### src/rtl/hls_macc_0_key_loader.sv
// Serial key loader and run sequencer for the locked HLS macc core.
// The key is shifted in LSB first, one bit per vld/rdy handshake, and is
// committed to `working` in a single step. ap_start is held off until a full
// key is committed. One macc run is issued per host_start request.
// Optional build macro: HLS_MACC_KEY_PARITY_EN appends an even-parity bit to
// each load. A parity mismatch traps the loader in ERR until key_clr.
module hls_macc_0_key_loader #(
  parameter int unsigned KEY_WIDTH = 32,
  parameter int unsigned CNT_WIDTH = 6
) (
  input  logic                 ap_clk,
  input  logic                 ap_rst_n,
  input  logic                 key_in,
  input  logic                 key_in_vld,
  output logic                 key_in_rdy,
  input  logic                 key_clr,
  input  logic                 host_start,
  output logic                 ap_start,
  input  logic                 ap_ready_macc,
  input  logic                 ap_done_macc,
  output logic [KEY_WIDTH-1:0] working,
  output logic                 key_loaded,
  output logic                 busy,
  output logic                 run_done,
  output logic                 key_err
);

  typedef enum logic [2:0] {
    S_EMPTY = 3'd0,
    S_SHIFT = 3'd1,
    S_ARMED = 3'd2,
    S_RUN   = 3'd3,
    S_ERR   = 3'd4
  } state_t;

`ifdef HLS_MACC_KEY_PARITY_EN
  localparam logic [CNT_WIDTH-1:0] PAR_IDX = CNT_WIDTH'(KEY_WIDTH);
`else
  localparam logic [CNT_WIDTH-1:0] LAST_IDX = CNT_WIDTH'(KEY_WIDTH - 1);
`endif

  state_t               state_q, state_d;
  logic [KEY_WIDTH-1:0] shadow_q, shadow_d;
  logic [KEY_WIDTH-1:0] working_q, working_d;
  logic [CNT_WIDTH-1:0] cnt_q, cnt_d;
  logic                 loaded_q, loaded_d;
  logic                 start_q, start_d;
  logic                 busy_q, busy_d;
  logic                 done_q, done_d;
  logic                 rdy_q, rdy_d;
  logic                 clr_pend_q, clr_pend_d;
  logic                 err_q, err_d;
  logic                 xfer;
  logic                 wipe_key;

  // State register and all registered outputs.
  always_ff @(posedge ap_clk or negedge ap_rst_n) begin
    if (!ap_rst_n) begin
      state_q    <= S_EMPTY;
      shadow_q   <= '0;
      working_q  <= '0;
      cnt_q      <= '0;
      loaded_q   <= 1'b0;
      start_q    <= 1'b0;
      busy_q     <= 1'b0;
      done_q     <= 1'b0;
      rdy_q      <= 1'b0;
      clr_pend_q <= 1'b0;
      err_q      <= 1'b0;
    end else begin
      state_q    <= state_d;
      shadow_q   <= shadow_d;
      working_q  <= working_d;
      cnt_q      <= cnt_d;
      loaded_q   <= loaded_d;
      start_q    <= start_d;
      busy_q     <= busy_d;
      done_q     <= done_d;
      rdy_q      <= rdy_d;
      clr_pend_q <= clr_pend_d;
      err_q      <= err_d;
    end
  end

  // Next-state and next-output logic.
  always_comb begin
    state_d    = state_q;
    shadow_d   = shadow_q;
    working_d  = working_q;
    cnt_d      = cnt_q;
    loaded_d   = loaded_q;
    start_d    = start_q;
    busy_d     = busy_q;
    done_d     = 1'b0;
    clr_pend_d = clr_pend_q;
    err_d      = err_q;
    wipe_key   = 1'b0;
    xfer       = key_in_vld & rdy_q;

    case (state_q)
      S_EMPTY, S_SHIFT: begin
        if (key_clr) begin
          wipe_key = 1'b1;
        end else if (xfer) begin
          for (int unsigned i = 0; i < KEY_WIDTH; i++) begin
            if (cnt_q == CNT_WIDTH'(i)) shadow_d[i] = key_in;
          end
          cnt_d   = cnt_q + CNT_WIDTH'(1);
          state_d = S_SHIFT;
`ifdef HLS_MACC_KEY_PARITY_EN
          if (cnt_q == PAR_IDX) begin
            cnt_d = '0;
            if (key_in == ^shadow_q) begin
              working_d = shadow_q;
              loaded_d  = 1'b1;
              state_d   = S_ARMED;
            end else begin
              err_d   = 1'b1;
              state_d = S_ERR;
            end
          end
`else
          if (cnt_q == LAST_IDX) begin
            working_d = shadow_d;
            loaded_d  = 1'b1;
            cnt_d     = '0;
            state_d   = S_ARMED;
          end
`endif
        end
      end
      S_ARMED: begin
        if (key_clr) begin
          wipe_key = 1'b1;
        end else if (host_start) begin
          start_d = 1'b1;
          busy_d  = 1'b1;
          state_d = S_RUN;
        end
      end
      S_RUN: begin
        if (key_clr) clr_pend_d = 1'b1;
        if (ap_ready_macc) start_d = 1'b0;
        if (ap_done_macc) begin
          start_d    = 1'b0;
          busy_d     = 1'b0;
          done_d     = 1'b1;
          clr_pend_d = 1'b0;
          state_d    = S_ARMED;
          if (clr_pend_q || key_clr) wipe_key = 1'b1;
        end
      end
`ifdef HLS_MACC_KEY_PARITY_EN
      S_ERR: begin
        if (key_clr) begin
          wipe_key = 1'b1;
          err_d    = 1'b0;
        end
      end
`endif
      default: begin
        wipe_key = 1'b1;
        start_d  = 1'b0;
        busy_d   = 1'b0;
        err_d    = 1'b0;
      end
    endcase

    // Discard the key and restart collection.
    if (wipe_key) begin
      shadow_d  = '0;
      cnt_d     = '0;
      working_d = '0;
      loaded_d  = 1'b0;
      state_d   = S_EMPTY;
    end

    rdy_d = (state_d == S_EMPTY) || (state_d == S_SHIFT);
  end

  assign key_in_rdy = rdy_q;
  assign ap_start   = start_q;
  assign working    = working_q;
  assign key_loaded = loaded_q;
  assign busy       = busy_q;
  assign run_done   = done_q;
`ifdef HLS_MACC_KEY_PARITY_EN
  assign key_err    = err_q;
`else
  assign key_err    = 1'b0;
`endif

endmodule
### config.mk
export PLATFORM = sky130hd
export DESIGN_NAME = hls_macc_0_key_loader
export DESIGN_NICKNAME = d
export VERILOG_FILES = /design/src/rtl/hls_macc_0_key_loader.sv
export SDC_FILE = /design/constraint.sdc
export NUM_CORES = 1
export LEC_CHECK = 0
export CORE_MARGIN = 8
export CORE_UTILIZATION = 55
export DETAILED_ROUTE_END_ITERATION = 12
export GPL_ROUTABILITY_DRIVEN = 0
export PLACE_DENSITY = 0.91
export SYNTH_ARGS = -nofsm -noshare
export SYNTH_HDL_FRONTEND = slang
export SYNTH_SLANG_ARGS = --single-unit
### constraint.sdc
create_clock -name ap_clk -period 2.35 [get_ports ap_clk]
set_clock_uncertainty 0.05 [all_clocks]
set_input_delay 0.705 -clock ap_clk [delete_from_list [all_inputs] [get_ports ap_clk]]
set_output_delay 0.705 -clock ap_clk [all_outputs]
set_load 0.02 [all_outputs]
== After elaboration in Yosys (flattened, before gate mapping) ==
Cells that the tools add are included.
Word-level totals
  bits of input ports: 8
  register bits: 79
Operators by class
  $add $sub $neg: 1
  bitwise logic cells: 2
  equality and inequality tests: 40
  muxes and demuxes: 74
  reductions and logical operators: 16
Operator list (number)
  $mux W32: 9
  $eq A6 B5 Y1 const B: 16
  $mux W1: 49
  $eq A6 B4 Y1 const B: 8
  $mux W6: 5
  $eq A6 B3 Y1 const B: 4
  $mux W3: 6
  $eq A6 B2 Y1 const B: 2
  $reduce_and A4 Y1: 3
  $pmux W3 S3: 1
  $reduce_bool A2 Y1: 4
  $add A6 B1 Y6 const B: 1
  $eq A3 B1 Y1 const B: 2
  $eq A3 B2 Y1 const B: 2
  $eq A6 B1 Y1 const B: 1
  $logic_not A3 Y1: 2
  $logic_not A6 Y1: 1
  $ne A2 B2 Y1 const B: 3
  $pmux W1 S3: 2
  $ne A3 B3 Y1 const B: 1
  $reduce_and A3 Y1: 1
  $reduce_or A3 Y1: 1
  $logic_or A1 B1 Y1: 2
  $mux W2: 1
  other kinds (6): 6

== Depth between registers and ports, before layout ==
Gate-level depths: netlist of the first run.
  word-level depth: 8
  mapped depth: 9
  gate-level depth less buffers: 6

== Worst setup path before layout of the first run ==
Ideal clock, no wire load.
  path type: input-to-reg
  start point: input port key_clr
  end point: register working_q[18] (netlist: working[18])
  required time: 2225 ps
  slack: 160 ps
  arrival time: 2066 ps
  stages: 8
  setup time: 75 ps
  cells stage by stage: nand4bb_4 -> buf_6 -> or2_1 -> buf_6 -> or3_1 -> buf_6 -> buf_8 -> o2bb2ai_2
Between the ends
  longest elaborated chain between the ends: 6
RTL lines
  from (decl): RTL line 16  | input logic key_clr,
  $logic_or A1 B1 Y1: RTL line 150  | if (clr_pend_q || key_clr) wipe_key = 1'b1;
  $mux W1: RTL line 150
  $mux W1: RTL line 144  | if (ap_done_macc) begin
  $pmux W1 S2: RTL line 100  | case (state_q)
  $ne A2 B1 Y1 (no line) or $reduce_bool A2 Y1 (tied branches)
  $reduce_and A4 Y1 (no line)
  to (signal assigned): RTL line 73  | working_q <= working_d;
  to (decl): RTL line 44  | logic [KEY_WIDTH-1:0] working_q, working_d;
Several ways; a longest one is shown, not always the timed one.
A chain may end at the register's enable or synchronous reset.

== Worst setup path in the final report of the first run ==
  start point: input port key_clr
  end point: register working_q[4] (netlist: working[4])
Same word-level chain as after synthesis.

==> metrics.cfg, run 1 <==
[clocking]
ctsHtreeMaxLevel=3
cts_buffers=9
cts_root_buffer=clkbuf_8
cts.repair.resized=0
ctsHoldBuffers=0
clk_pin_slew_ns=0.07
postCtsSetupBuffers=0
cts_max_path_buffers=2
cts.sinks=78
cts_tree=built
clk_latency_ns=0.35

[sta]
tns_ns=0
holdWs_ns=0.2913
period_needed_ns=2.188
hold_viol_final=0
finalCritPeriodShare_pct=93.12
setup_violations=0
slew_headroom_pct=55.16
slew_violations=0
rsz0062_at_grt=false
fin_ws_ns=0.1616
fmax_mhz=456.9
worst_slew_pin_slew_ns=0.6632

[cells_and_area]
layout_common_cells=78 x dfrtp_1, 43 x clkdlybuf4s50_1, 36 x nand2_1, 36 x o2bb2ai_1, 33 x mux2i_1
fin_nets=389
final.fill_count=472
syn2layout_area_growth_pct=22.18
final_util_pct=67.95
regArea_sq_um=1952
drive_above_1_share_pct=13.65
multi_input_area_sq_um=1595
final_common_cell=dfrtp_1
diodes=0

[critical_path]
crit_path_end_kind=flop
r2r_start=cnt_q[2]
path_class=primary input to flop
endpoint=working[4]
worstReg2RegEnd=working[14]
cp_max_fo=13
critPathArrivalTime_ns=2.41
regToRegSetupSlack_ns=0.25
critPathLaunchType=primary input
rr_worst_depth=5
required_ns=2.57
startpoint=key_clr

[floorplan]
die-area_sq_um=9596
ioPinCount=46
core_sq_um=6644
initial_core_util_pct=55.61
die_h_microns=97.96
row_count=30
die_w_microns=97.96

[yosys]
synth_warnings=0
seq_area_frac_synth_pct=52.83
synth_seq_cells=78
synthTopCellsByArea=dfrtp_1 53%, mux2i_1 8.9%, o2bb2ai_1 8.5%
synth_top_cell_area_share_pct=52.83
synth_edf_count=0
yosys.area.top_type=dfrtp_1
synthCells=324
syn_area_sq_um=3695
avgSynthCellArea_sq_um=11.40
synth_flop_cell=dfrtp_1
ys_async_sr_fraction_pct=100.0
ys_types=41

[hold_path]
min_path_type=primary input to async pin

[status]
outcome=complete, no violations

[drt]
drt_wl_total_microns=8179
drt_iter0_markers=154
antenna_left=0
avgRoutedWirePerCell_microns=17.74
dr.pass1.iters=4
vias_per_cell=5.931
route.detailed.drc=0
vias=2734

[run]
maxCapViolCount=0

[grt]
grt_first_pass_wirelength_microns=13930
antenna_found_initial=0
grt_remaining_overflow=0
grt_use_total_pct=17.87
first_global_vias=2874
grt_max_degree=45

[power]
ir_worst_vdd_mv=0.4117
p_total_w=0.002434
cellPowerDensity_nw_per_um2=539.2
p_leak_nw=2.022

[place]
dp_hpwl_microns=5472
place_ws_ns=-0.1799
io_buffers=44

-- where the power goes --
part / leakage, nW / switching (W) / total [W] / internal (W)
Combinational: 0.847 / 0.0000918 / 0.000141 / 0.0000496
Sequential: 1.08 / 0.00000854 / 0.00136 / 0.00135
Clock: 0.0958 / 0.000439 / 0.000934 / 0.000495
-- worst max-delay path: stages --
cell,delay (ns)
clkdlybuf4s50_1,0.43
buf_4,0.16
a311oi_1,0.30
a31oi_1,0.16
nor2_2,0.26
buf_4,0.24
o2bb2ai_1,0.14
-- layout make-up --
type	count	area share, %
tap	80	2.217
timing repair buffer	67	14.91
clock buffer	15	4.130
multi-input combinational	219	35.34
sequential	78	43.24
inverter	2	0.1663
-- routing by layer --
metal | vias to the layer above | track usage [%] | wire length, microns
li1 | 1298 | - | -
met4 | 0 | 9.952 | 158
met1 | 1334 | 21.87 | 3558
met3 | 18 | 3.983 | 415
met5 | - | 0 | 0
met2 | 84 | 28.61 | 4045
-- worst min-delay path by stage --
stage           startpoint          end  slack (ns)  cells after the start
3_5_place_dp   shadow_q[7]  shadow_q[7]        0.42                      1
3_3_place_gp   shadow_q[6]  shadow_q[6]        0.42                      1
4_1_cts           ap_rst_n  working[25]        0.30                      1
5_1_grt           ap_rst_n  working[20]        0.32                      1
2_1_floorplan     ap_rst_n     ap_start        0.36                      0
6_report          ap_rst_n  working[20]        0.29                      1
-- cell usage after synthesis, types with 2 or more instances --
| cell type | instances |
|---|---|
| nand3_1 | 7 |
| nor2b_1 | 3 |
| nor2_1 | 14 |
| o2bb2ai_2 | 9 |
| xnor2_1 | 3 |
| clkbuf_1 | 17 |
| inv_1 | 2 |
| nand2b_1 | 3 |
| nor3b_1 | 5 |
| nor4bb_1 | 2 |
| o21ai_0 | 17 |
| a21oi_1 | 20 |
| buf_6 | 4 |
| nor3_1 | 3 |
| nand2_1 | 36 |
| o2bb2ai_1 | 36 |
| mux2i_1 | 33 |
| nor4b_1 | 2 |
| a31oi_1 | 2 |
| o21bai_1 | 2 |
| dfrtp_1 | 78 |
| nor4_1 | 2 |
| buf_2 | 3 |
| ha_1 | 4 |
-- per-stage QoR --
stage	instances	instance area, sq um
floorplan	325	3699
global placement	446	4328
detailed placement	446	4328
CTS	461	4514
global route	461	4514
finish	461	4514
-- flip-flops by register name, summed over array words and instances (netlist names) --
| register | cells |
|---|---|
| cnt_q | 6 |
| key_loaded | 1 |
| key_in_rdy | 1 |
| busy | 1 |
| clr_pend_q | 1 |
| ap_start | 1 |
| run_done | 1 |
| state_q | 3 |
| working | 32 |
| shadow_q | 31 |
-- cells by family (layout without fill, tap and decap cells) --
group                    after synthesis  after routing  share of synthesized area, %
flip-flops                            78             78                         52.83
multiplexers                          33             33                         8.940
AND/OR/NAND/NOR                       85             85                         12.09
adder cells (fa/ha/maj)                4              4                         1.355
XOR/XNOR                               3              3                        0.7113
AO/OA/AOI/OAI                         92             92                         19.81
other                                  1              2                        0.1015
buffers and inverters                 28             84                         4.165
Power figures use the tool's default switching activity.
==> run 2: changes to the inputs <==
--- a/constraint.sdc
+++ b/constraint.sdc
@@ -3,3 +3,3 @@
 set_input_delay 0.705 -clock ap_clk [delete_from_list [all_inputs] [get_ports ap_clk]]
 set_output_delay 0.705 -clock ap_clk [all_outputs]
-set_load 0.02 [all_outputs]
+set_load 0.05 [all_outputs]
==> metrics.cfg, run 2 (synthesis results as in run 1) <==
[critical_path]
cp_top_family=buffers and inverters
critPathArrivalTime_ns=1.55
path_class=flop to output pin
critical_path.max_stage_delay_ns=0.82
required_ns=1.59
cp_max_fo=2
crit_slowest_cell=clkdlybuf4s50_1
critPathLaunchType=flop
crit_chain=clkdlybuf4s50_1
crit_path_end_kind=output pin
path_buf_inv=1

[drt]
dr.pass1.iters=5
avgRoutedWirePerCell_microns=18.47
antenna_left=0
drt_wl_total_microns=8461
vias_per_cell=6.009
drt_iter0_markers=140
vias=2752
route.detailed.drc=0

[clocking]
postCtsSetupBuffers=0
cts.sinks=78
cts_max_path_buffers=2
clk_pin_slew_ns=0.08
ctsHtreeMaxLevel=3
cts_buffers=9
cts_root_buffer=clkbuf_8
cts_tree=built
clk_latency_ns=0.35

[power]
p_leak_nw=2.059
ir_worst_vdd_mv=0.4012
cellPowerDensity_nw_per_um2=519.3

[grt]
first_global_vias=2930
antenna_found_initial=0
grt_use_total_pct=18.77
grt_first_pass_wirelength_microns=14500
grt_remaining_overflow=0
grt_max_degree=39

[sta]
tns_ns=0
hold_viol_final=0
slew_violations=0
setup_violations=0
fmax_mhz=433.8
slew_headroom_pct=56.40
period_needed_ns=2.305
rsz0062_at_grt=false
finalCritPeriodShare_pct=98.10
worst_slew_pin_slew_ns=0.6451

[cells_and_area]
largest_reg_flops=32
diodes=0
final_common_cell=dfrtp_1
fin_cells=458
drive_above_1_share_pct=14.55
stdcell_area_sq_um=4444
syn2layout_area_growth_pct=20.28
layout_common_cells=78 x dfrtp_1, 36 x nand2_1, 36 x o2bb2ai_1
fin_nets=388

[hold_path]
min_path_type=primary input to async pin

[floorplan]
die-area_sq_um=9596
row_count=30
die_w_microns=97.96
ioPinCount=46
core_sq_um=6644
initial_core_util_pct=55.61
die_h_microns=97.96

[run]
maxCapViolCount=0

[place]
io_buffers=44
post_dp_cell_area_sq_um=4295
dp_hpwl_microns=5707
numPlacedInstances=445

[status]
outcome=complete, no violations

-- run 2: layout make-up --
type	count	area, sq um
Sequential cell	78	1952
Timing Repair Buffer	66	646.9
Tap cell	80	100.1
Clock inverter	3	15.01
Multi-Input combinational cell	219	1595
Fill cell	475	2200
Inverter	2	7.507
Clock buffer	10	127.6
-- run 2: worst paths after layout --
path	end	cells past startpoint	start	slack (ns)
max in group asynchronous	cnt_q[2]	2	ap_rst_n	1.38
setup reg to reg	working[12]	6	cnt_q[0]	0.15
min in group ap_clk	working[16]	1	working[16]	0.44
setup / recovery	working[26]	1	working[26]	0.04
hold / removal	shadow_q[18]	1	ap_rst_n	0.26
hold reg to reg	working[16]	1	working[16]	0.44
-- run 2: power breakdown --
group / internal, W / switching (W)
registers: 0.00135 / 0.00000888
logic: 0.0000476 / 0.0000933
clock network: 0.000360 / 0.000448
total: 0.00176 / 0.000551
-- run 2: through the flow --
step           hold WS (ns)  worst slack, ns  utilization (%)  power, W
4_1_cts              0.2669          0.01482            66.78  0.002319
2_1_floorplan        0.3594           0.1487                -  0.001451
3_5_place_dp         0.4235          -0.1618            64.65  0.001525
6_report             0.2594          0.04456            66.89  0.002308
5_1_grt              0.2898         0.001515            66.89  0.002384
3_3_place_gp         0.4202         -0.07224            64.65  0.001520
-- run 2: timing repair --
| action | in CTS | in global routing |
|---|---|---|
| hold buffers | 0 | 0 |
| resized for setup | 1 | 3 |
| pin swaps | 0 | 0 |
| endpoints found under the setup margin | 1 | 3 |
-- run 2: metal layers --
layer	wire length, microns	vias to the layer above	GRT usage, %
met5	0	-	0
met4	168	0	10.43
met3	339	16	3.841
met2	4253	74	29.72
met1	3700	1383	23.50
li1	-	1279	-
==> run 3: changes to the inputs <==
GPL_ROUTABILITY_DRIVEN = default   (was 0)
==> results of run 3 <==
No change in the layout: final DEF, timing and power equal those of run 2.
